`config.mk`:
```
export PLATFORM = sky130hd
export DESIGN_NAME = rr_pick
export DESIGN_NICKNAME = d
export VERILOG_FILES = /design/src/rtl/bus_arbiter_pkg.sv /design/src/rtl/bus_arbiter_rr_pick.sv
export SDC_FILE = /design/constraint.sdc
export NUM_CORES = 1
export LEC_CHECK = 0
export CORE_MARGIN = 5
export CORE_UTILIZATION = 36
export DETAILED_ROUTE_END_ITERATION = 16
export MAX_ROUTING_LAYER = met4
export PLACE_DENSITY_LB_ADDON = 0.1
export SLEW_MARGIN = 30
export SYNTH_ARGS = -nofsm -noshare
export SYNTH_HDL_FRONTEND = slang
export SYNTH_SLANG_ARGS = --single-unit
```
`constraint.sdc`:
```
create_clock -name vclk -period 4.08
set_clock_uncertainty 0.05 [all_clocks]
set_input_delay 0.816 -clock vclk [all_inputs]
set_output_delay 0.816 -clock vclk [all_outputs]
set_load 0.02 [all_outputs]
```
`src/rtl/bus_arbiter_pkg.sv`:
```
// Shared definitions for the bus arbiter: requester count, index width,
// FSM state encodings and the 3-to-8 grant decoder.
package bus_arbiter_pkg;

  localparam int N_REQ = 8;
  localparam int IDX_W = 3;

  typedef enum logic [1:0] {
    ST_IDLE  = 2'd0,
    ST_GRANT = 2'd1,
    ST_GAP   = 2'd2
  } arb_state_e;

  // 3-to-8 select decoder feeding the bus mux enables.
  function automatic logic [N_REQ-1:0] dec3to8(input logic [IDX_W-1:0] idx);
    logic [N_REQ-1:0] onehot;
    onehot      = '0;
    onehot[idx] = 1'b1;
    return onehot;
  endfunction

endpackage

```
`src/rtl/bus_arbiter_rr_pick.sv`:
```
// Rotating priority encoder: returns the first set request found when
// scanning from i_ptr upward, modulo N_REQ. Purely combinational so it can
// be shared with other round-robin clients.
module rr_pick
  import bus_arbiter_pkg::*;
(
  input  logic [N_REQ-1:0] i_req,
  input  logic [IDX_W-1:0] i_ptr,
  output logic             o_any,
  output logic [IDX_W-1:0] o_idx
);

  // Scan from farthest to nearest so the nearest set bit from i_ptr wins.
  always_comb begin
    // NOTE: every output gets a default first so no path leaves it unassigned (no latch).
    o_any = 1'b0;
    o_idx = i_ptr;
    for (int i = N_REQ - 1; i >= 0; i--) begin
      if (i_req[i_ptr + IDX_W'(i)]) begin
        o_any = 1'b1;
        o_idx = i_ptr + IDX_W'(i);
      end
    end
  end

endmodule

```
* Word level (Yosys, flattened, before mapping)
Cells that the tools add are included. Widths: inputs -> output; s select.
Operators by class: $add $sub $neg 7, $mul 0, divide/modulo/power cells 0, magnitude comparators 8, equality and inequality tests 0, shift operators 0, multiplexer cells 32, bitwise operators 0, reductions and logical operators 0
Operators by type and width (number):
- $lt 3x4->1 const B | 8
- $bmux 1 s3 | 8
- $mux 3 | 8
- $mux 1 | 16
- $add 3x3->3 const B | 4
- $add 3x2->3 const B | 2
- $add 3x1->3 const B | 1
Storage, ports and cells: bits in registers 0, latch bits 0, bits in writable memories 0, memory bits (read-only) 0, input bits 11, memories 0

* Depth between registers and ports, before layout
Gate-level depths: netlist of run 1.
depth after elaboration 11, mapped depth 10, depth with buffers taken out 8

* Worst setup path after synthesis of run 1
No wires, ideal clock.
kind input -> output, start in i_ptr[1], end out o_idx[1], arrival 3.191 ns, data required time 3.214 ns, slack 0.023 ns, cell stages on the path 8, cell sequence buf_2 > buf_2 > inv_2 > ha_1 > mux4_2 > mux2_4 > or4_1 > o31a_1
Between the ends: word-level cells in the longest chain between the ends 11, elaborated cells on any way between the ends 31
RTL lines:
- start, declared | RTL line bus_arbiter_rr_pick.sv:8 | input logic [IDX_W-1:0] i_ptr,
- $add 3x3->3 | RTL line bus_arbiter_rr_pick.sv:19, bus_arbiter_rr_pick.sv:21
- $bmux 1 s3 | RTL line bus_arbiter_rr_pick.sv:19 | if (i_req[i_ptr + IDX_W'(i)]) begin
- $mux 1 (implied by the code) | RTL line bus_arbiter_rr_pick.sv:19
- $mux 3 (7 in series) | RTL line bus_arbiter_rr_pick.sv:19
- $mux 3 (*) | RTL line bus_arbiter_rr_pick.sv:19
- end, declared | RTL line bus_arbiter_rr_pick.sv:10 | output logic [IDX_W-1:0] o_idx
Mark *: on every way between the ends. The rest lies on a longest branch, timed or not. The select of a mux whose other input is x is not followed.

* Worst setup path in the final report of run 1
start in i_req[6], end out o_idx[1]
Between the ends: word-level cells in the longest chain between the ends 10, elaborated cells on any way between the ends 24
RTL lines:
- start, declared | RTL line bus_arbiter_rr_pick.sv:7 | input logic [N_REQ-1:0] i_req,
- $bmux 1 s3 | RTL line bus_arbiter_rr_pick.sv:19
- $mux 1 (implied by the code) | RTL line bus_arbiter_rr_pick.sv:19
- $mux 3 (7 in series) | RTL line bus_arbiter_rr_pick.sv:19
- $mux 3 (*) | RTL line bus_arbiter_rr_pick.sv:19
Marks and branches as above.

==> PnR_summary.wiki, run 1 <==
{| class="wikitable"
! Metric !! Value
|-
| Result of the run || completed
|-
| Cell depth of the worst setup path || 6
|-
| CP Class || in2out
|-
| Hold-fix buffers, CTS || 0
|-
| Required @ worst endpoint || 3.21 ns
|-
| VDD IR-drop max || 0.0808 mV
|-
| Max-cap violations || 0
|-
| Arrival time worst endpoint || 3.12 ns
|-
| Number of clock buffers in the layout || 0
|-
| Share of the cycle needed by the critical path after routing || 97.8%
|-
| Synthesized netlist cell count || 92
|-
| Layout area overhead || 63.1%
|-
| Setup TNS || 0 ns
|-
| Total wire length || 2.61 mm
|-
| Max incr delay on CP || 0.53 ns
|-
| GRT Residual Overflow || 0
|-
| Hold_ws || 2.41 ns
|-
| Initial antenna violation count || 0
|-
| Final estimated routing congestion in global placement || 0.892
|-
| Simple-Gate Fraction of Synth Area || 16.1%
|-
| Hold path depth || 5
|-
| Number of placed cells counting well taps || 170
|-
| Dominant delay contributor by cell family on the critical path || multiplexers
|-
| Synthesized-area fraction occupied by xor and xnor cells || 4.43%
|-
| Min-delay worst type || in2out
|-
| Wire length of the first global-routing pass || 4.24 mm
|-
| Area of the mapped netlist || 791 um2
|-
| Final routed wire length divided by cell count || 15.3 um
|-
| Max-slew headroom || 72.7%
|-
| Proportion of synthesized area in mux cells || 45.9%
|-
| Endpoints failing setup || 0
|-
| Main combinational cell family by area after synthesis || multiplexers
|-
| Biggest fanout along the worst timing path || 6
|-
| Crit path max-delay cell type || sky130_fd_sc_hd__clkdlybuf4s50_1
|-
| Effective utilization at floorplan || 36.8%
|-
| Static leakage || 0.551 nW
|-
| Post-synthesis net count || 105
|-
| Critical path startpoint category || input port
|-
| Pins Over Slew Limit || 0
|-
| Transition time at the pin with the least slew margin || 0.407 ns
|-
| Post-DP HPWL || 2.22 mm
|-
| Non-filler instance count after layout || 171
|-
| Die W || 56.9 um
|-
| Shortest period the worst path allows || 3.99 ns
|-
| Complex-gate fraction of the synthesized area || 23.7%
|-
| Number of cell rows || 17
|-
| Worst setup EP type || primary output
|-
| Adder and majority cell fraction of the synthesized area || 3.16%
|-
| Synthesis warning total || 0
|-
| Core footprint || 2150 um2
|-
| Unique masters post-synth || 39
|-
| Mean area per synthesized cell || 8.60 um2
|-
| Count of input and output buffers || 15
|-
| Detailed-route vias per instance || 5.62
|-
| Fraction of final layout cells with drive strength greater than 1 || 46.2%
|-
| Vertical die dimension || 56.9 um
|-
| Via Count || 961
|-
| Number of buffers and inverters on the critical path || 2
|-
| Total global routing track utilization || 16.5%
|-
| Critical-path cell list || clkdlybuf4s50_1 > mux4_2 > mux2_4 > or4_1 > o31a_1 > buf_2
|-
| Remaining design rule violation count || 0
|-
| Sequential cell area fraction in the yosys report || 0%
|-
| Pwr Density || 170 nW/um2
|-
| Flip-flop and latch area || 0 um2
|-
| Final number of hold-violating endpoints || 0
|-
| Core utilization of the finished layout || 60.0%
|-
| Number of routed nets with antenna violations || 0
|-
| Number of sequential cells in the layout || 0
|-
| Pre-antenna DRT Iters || 4
|-
| Vias in the first global route || 915
|-
| Setup repair after global routing missed its margin || false
|-
| Net count reported at finish || 158
|-
| Final antenna diode count || 0
|-
| Highest clock rate || 0.251 GHz
|-
| Iteration-0 DRC count of the detailed router || 33
|-
| Overall die area || 3230 um2
|-
| I/O pin cnt || 15
|-
| Pin count of the biggest net entering global routing || 10
|}
per-stage QoR:
step                      total power [mW]  cell area (um2)  worst slack, ns
after detailed placement             0.216             1250           -0.496
after floorplan                      0.116              791           0.0228
final                                0.219             1290           0.0916
after global routing                 0.236             1290          0.00546
after global placement               0.215             1250           -0.507
after CTS                            0.219             1290           0.0862
final cells by class:
class / instances / area (um2)
fill: 207 / 858
inverter: 5 / 18.8
multi-input combinational: 81 / 764
tap: 28 / 35.0
timing repair buffer: 57 / 472
logic make-up (layout without fill, tap and decap cells):
group                    after synthesis  count (layout)
AO/OA/AOI/OAI                         25              25
XOR/XNOR                               4               4
adder cells (fa/ha/maj)                2               2
buffers and inverters                 11              62
multiplexers                          25              25
AND/OR/NAND/NOR                       25              25
metal layers:
metal | up-vias | GRT usage, % | wire [um]
met5 | - | - | 0
met3 | 2 | 0.230 | 72
met4 | 0 | 1.66 | 19
met1 | 462 | 22.5 | 1210
li1 | 471 | - | -
met2 | 26 | 28.5 | 1310
report_power, final:
part	leakage, nW	switching (mW)	internal [mW]
Sequential	0	0	0
Combinational	0.551	0.0970	0.122
Clock	0	0	0
cells in the final DEF (no fill, tap or decap), types with 2 or more instances in the layout:
| master | netlist | final |
|---|---|---|
| sky130_fd_sc_hd__a211oi_1 | 3 | 3 |
| sky130_fd_sc_hd__a21oi_1 | 3 | 3 |
| sky130_fd_sc_hd__a221oi_1 | 2 | 2 |
| sky130_fd_sc_hd__and2_1 | 2 | 2 |
| sky130_fd_sc_hd__and3_1 | 2 | 2 |
| sky130_fd_sc_hd__buf_4 | 0 | 39 |
| sky130_fd_sc_hd__buf_6 | 1 | 3 |
| sky130_fd_sc_hd__clkdlybuf4s15_2 | 0 | 2 |
| sky130_fd_sc_hd__clkdlybuf4s50_1 | 0 | 10 |
| sky130_fd_sc_hd__dlygate4sd2_1 | 0 | 2 |
| sky130_fd_sc_hd__inv_1 | 3 | 3 |
| sky130_fd_sc_hd__inv_2 | 2 | 2 |
| sky130_fd_sc_hd__mux2_2 | 6 | 6 |
| sky130_fd_sc_hd__mux2i_1 | 10 | 9 |
| sky130_fd_sc_hd__mux4_2 | 7 | 7 |
| sky130_fd_sc_hd__nand2_1 | 3 | 3 |
| sky130_fd_sc_hd__nand2b_1 | 2 | 2 |
| sky130_fd_sc_hd__nand3_1 | 3 | 3 |
| sky130_fd_sc_hd__nor2_1 | 7 | 6 |
| sky130_fd_sc_hd__nor4_1 | 2 | 2 |
| sky130_fd_sc_hd__o211ai_1 | 2 | 2 |
| sky130_fd_sc_hd__o21a_1 | 3 | 3 |
| sky130_fd_sc_hd__o31a_1 | 2 | 2 |
| sky130_fd_sc_hd__xnor2_1 | 4 | 3 |
path summary, 6_finish.rpt:
kind | from | end | slack [ns]
setup / recovery | i_req[6] | o_idx[1] | 0.09
hold / removal | i_ptr[0] | o_idx[0] | 2.41
synth_stat cells, types with 2 or more instances:
cell type                  instances  area, um2
sky130_fd_sc_hd__and3_1            2       12.5
sky130_fd_sc_hd__nor2_1            7       26.3
sky130_fd_sc_hd__mux2i_1          10        100
sky130_fd_sc_hd__ha_1              2       25.0
sky130_fd_sc_hd__clkbuf_1          2       7.51
sky130_fd_sc_hd__inv_2             2       7.51
sky130_fd_sc_hd__a21oi_1           3       15.0
sky130_fd_sc_hd__o21a_1            3       22.5
sky130_fd_sc_hd__xnor2_1           4       35.0
sky130_fd_sc_hd__o31a_1            2       17.5
sky130_fd_sc_hd__nor4_1            2       12.5
sky130_fd_sc_hd__nand3_1           3       15.0
sky130_fd_sc_hd__nand2b_1          2       12.5
sky130_fd_sc_hd__nand2_1           3       11.3
sky130_fd_sc_hd__inv_1             3       11.3
sky130_fd_sc_hd__mux2_2            6       67.6
sky130_fd_sc_hd__mux4_2            7        158
sky130_fd_sc_hd__buf_2             3       15.0
sky130_fd_sc_hd__o211ai_1          2       15.0
sky130_fd_sc_hd__a211oi_1          3       22.5
sky130_fd_sc_hd__a221oi_1          2       17.5
sky130_fd_sc_hd__and2_1            2       12.5
repair_timing:
| item | 4_1_cts | 5_1_grt |
|---|---|---|
| setup endpoints to repair | 4 | 0 |
| setup buffers | 1 | 0 |
| resized for setup | 21 | 0 |
(Power assumes the default switching activity.)
==> run 2: changes to the inputs <==
Settings changed: DONT_BUFFER_PORTS set to 1, GPL_ROUTABILITY_DRIVEN set to 0.
==> run 2 against run 1 <==
  * Final cell count down 32%
  * Critical path depth unchanged
  * Global-route usage down 3.0 points
  * Hold slack worse by 0.59 ns
  * Count of clock-buffer cells in the layout unchanged
  * Die area unchanged
  * Non-clock buffer count down 55
  * Critical endpoint unchanged
  * Largest cell class unchanged
  * Largest power group unchanged
  * Highest routed layer unchanged
==> PnR_summary.wiki, run 2 (same netlist as run 1, synthesis figures left out) <==
{| class="wikitable"
! Metric !! Value
|-
| Number of cell rows || 17 (unchanged)
|-
| Hold-fix buffers, CTS || 0 (unchanged)
|-
| Number of clock buffers in the layout || 0 (unchanged)
|-
| Most common cell after layout, fill and taps aside || sky130_fd_sc_hd__mux2i_1 (was sky130_fd_sc_hd__buf_4)
|-
| Pin count of the biggest net entering global routing || 18 (was 10)
|-
| Flip-flop and latch area || 0 um2 (unchanged)
|-
| Biggest fanout along the worst timing path || 15 (was 6)
|-
| Count of input and output buffers || 0 (was 15)
|-
| Pwr Density || 166 nW/um2 (was 170 nW/um2)
|-
| Layout area overhead || 2.06% (was 63.1%)
|-
| Iteration-0 DRC count of the detailed router || 18 (was 33)
|-
| Pins Over Slew Limit || 0 (unchanged)
|-
| Max-slew headroom || 51.6% (was 72.7%)
|-
| Total global routing track utilization || 13.5% (was 16.5%)
|-
| Worst setup path end || o_idx[1] (unchanged)
|-
| Number of sequential cells in the layout || 0 (unchanged)
|-
| Highest clock rate || 0.266 GHz (was 0.251 GHz)
|-
| Post-DP HPWL || 1.65 mm (was 2.22 mm)
|-
| Final routed wire length divided by cell count || 17.7 um (was 15.3 um)
|-
| Static leakage || 0.288 nW (was 0.551 nW)
|-
| Via Count || 748 (was 961)
|-
| VDD IR-drop max || 0.0556 mV (was 0.0808 mV)
|-
| Crit path launch || i_ptr[1] (was i_req[6])
|-
| Setup slack after layout || 0.326 ns (was 0.0916 ns)
|-
| Final antenna diode count || 0 (unchanged)
|-
| Setup repair after global routing missed its margin || false (unchanged)
|-
| Placed inst area || 807 um2 (was 1250 um2)
|-
| Endpoints failing setup || 0 (unchanged)
|-
| Hold_ws || 1.82 ns (was 2.41 ns)
|-
| Die W || 56.9 um (unchanged)
|-
| Share of the cycle needed by the critical path after routing || 92.0% (was 97.8%)
|-
| Vias in the first global route || 755 (was 915)
|-
| Hold path depth || 3 (was 5)
|-
| Core utilization of the finished layout || 37.6% (was 60.0%)
|-
| CP Class || in2out (unchanged)
|-
| Pre-antenna DRT Iters || 4 (unchanged)
|-
| Min-delay worst type || in2out (unchanged)
|-
| Remaining design rule violation count || 0 (unchanged)
|-
| Transition time at the pin with the least slew margin || 0.722 ns (was 0.407 ns)
|-
| Number of buffers and inverters on the critical path || 1 (was 2)
|-
| Crit path max-delay cell type || sky130_fd_sc_hd__or4_1 (was sky130_fd_sc_hd__clkdlybuf4s50_1)
|-
| Commonest cells after routing, fill and taps aside || sky130_fd_sc_hd__mux2i_1 (10), sky130_fd_sc_hd__mux4_2 (7), sky130_fd_sc_hd__nor2_1 (7), sky130_fd_sc_hd__mux2_2 (6), sky130_fd_sc_hd__xnor2_1 (4) (was sky130_fd_sc_hd__buf_4 (39), sky130_fd_sc_hd__clkdlybuf4s50_1 (10), sky130_fd_sc_hd__mux2i_1 (9), sky130_fd_sc_hd__mux4_2 (7))
|-
| Setup TNS || 0 ns (unchanged)
|-
| Max-cap violations || 0 (unchanged)
|-
| GR Layer Usage met2 || 20.1% (was 28.5%)
|-
| Detailed-route vias per instance || 6.45 (was 5.62)
|-
| Peak-usage layer in the global routing report || met2 (unchanged)
|-
| GRT Residual Overflow || 0 (unchanged)
|-
| Vertical die dimension || 56.9 um (unchanged)
|-
| Non-filler instance count after layout || 116 (was 171)
|-
| Number of routed nets with antenna violations || 0 (unchanged)
|-
| Final number of hold-violating endpoints || 0 (unchanged)
|-
| Buffers inserted during post-CTS setup optimization || 0 (was 1)
|-
| Result of the run || completed (unchanged)
|-
| Arrival time worst endpoint || 2.89 ns (was 3.12 ns)
|-
| Dominant delay contributor by cell family on the critical path || multiplexers (unchanged)
|-
| Met3 Usage GRT || 2.30% (was 0.230%)
|-
| Wire length of the first global-routing pass || 3.60 mm (was 4.24 mm)
|-
| I/O pin cnt || 15 (unchanged)
|-
| Cell depth of the worst setup path || 6 (unchanged)
|-
| Net count reported at finish || 103 (was 158)
|-
| Worst setup EP type || primary output (unchanged)
|-
| Worst-case setup slack after placement || 0.335 ns (was -0.496 ns)
|-
| Overall die area || 3230 um2 (unchanged)
|-
| Core footprint || 2150 um2 (unchanged)
|-
| Required @ worst endpoint || 3.21 ns (about the same)
|-
| Fraction of met1 tracks used by global routing || 18.6% (was 22.5%)
|-
| Shortest period the worst path allows || 3.75 ns (was 3.99 ns)
|-
| Max incr delay on CP || 0.52 ns (was 0.53 ns)
|-
| Critical path startpoint category || input port (unchanged)
|-
| Summed area of non-filler cells in the final layout || 807 um2 (was 1290 um2)
|-
| Total chip power || 134 uW (was 219 uW)
|-
| Initial antenna violation count || 0 (unchanged)
|-
| Effective utilization at floorplan || 36.8% (unchanged)
|-
| Fraction of final layout cells with drive strength greater than 1 || 21.6% (was 46.2%)
|-
| Number of placed cells counting well taps || 116 (was 170)
|-
| Post-cts gate resize count || 0 (was 21)
|-
| Total wire length || 2.05 mm (was 2.61 mm)
|-
| Critical-path cell list || inv_2 > ha_1 > mux4_2 > mux2_4 > or4_1 > o31a_1 (was clkdlybuf4s50_1 > mux4_2 > mux2_4 > or4_1 > o31a_1 > buf_2)
|}
## run 2: report_power, final
group / switching (mW) / internal [mW]
logic: 0.0686 / 0.0657
clock network: 0 / 0
registers: 0 / 0
total: 0.0686 / 0.0657
## run 2: worst min path at each step
stage | startpoint | endpoint | slack (ns)
after floorplan | i_req[0] | o_any | 2.03
after global placement | i_ptr[2] | o_idx[2] | 1.81
after detailed placement | i_ptr[2] | o_idx[2] | 1.82
after CTS | i_ptr[2] | o_idx[2] | 1.82
after global routing | i_ptr[2] | o_idx[2] | 1.83
final | i_ptr[2] | o_idx[2] | 1.82
## run 2: final cells by class
type	instances	area, um2
timing repair buffer	2	15.0
fill	218	1340
inverter	5	18.8
tap	28	35.0
multi-input combinational	81	738
## run 2: metal layers
layer	share of wire, %	vias to the layer above
met5	0	-
met3	6.2	7
met1	45	358
li1	-	359
met2	45	24
met4	3.4	0
## run 2: tightest hold or removal path, cell delays in order
cell	delay (ns)
sky130_fd_sc_hd__a32oi_1	0.04
sky130_fd_sc_hd__o31ai_1	0.06
sky130_fd_sc_hd__buf_4	0.14
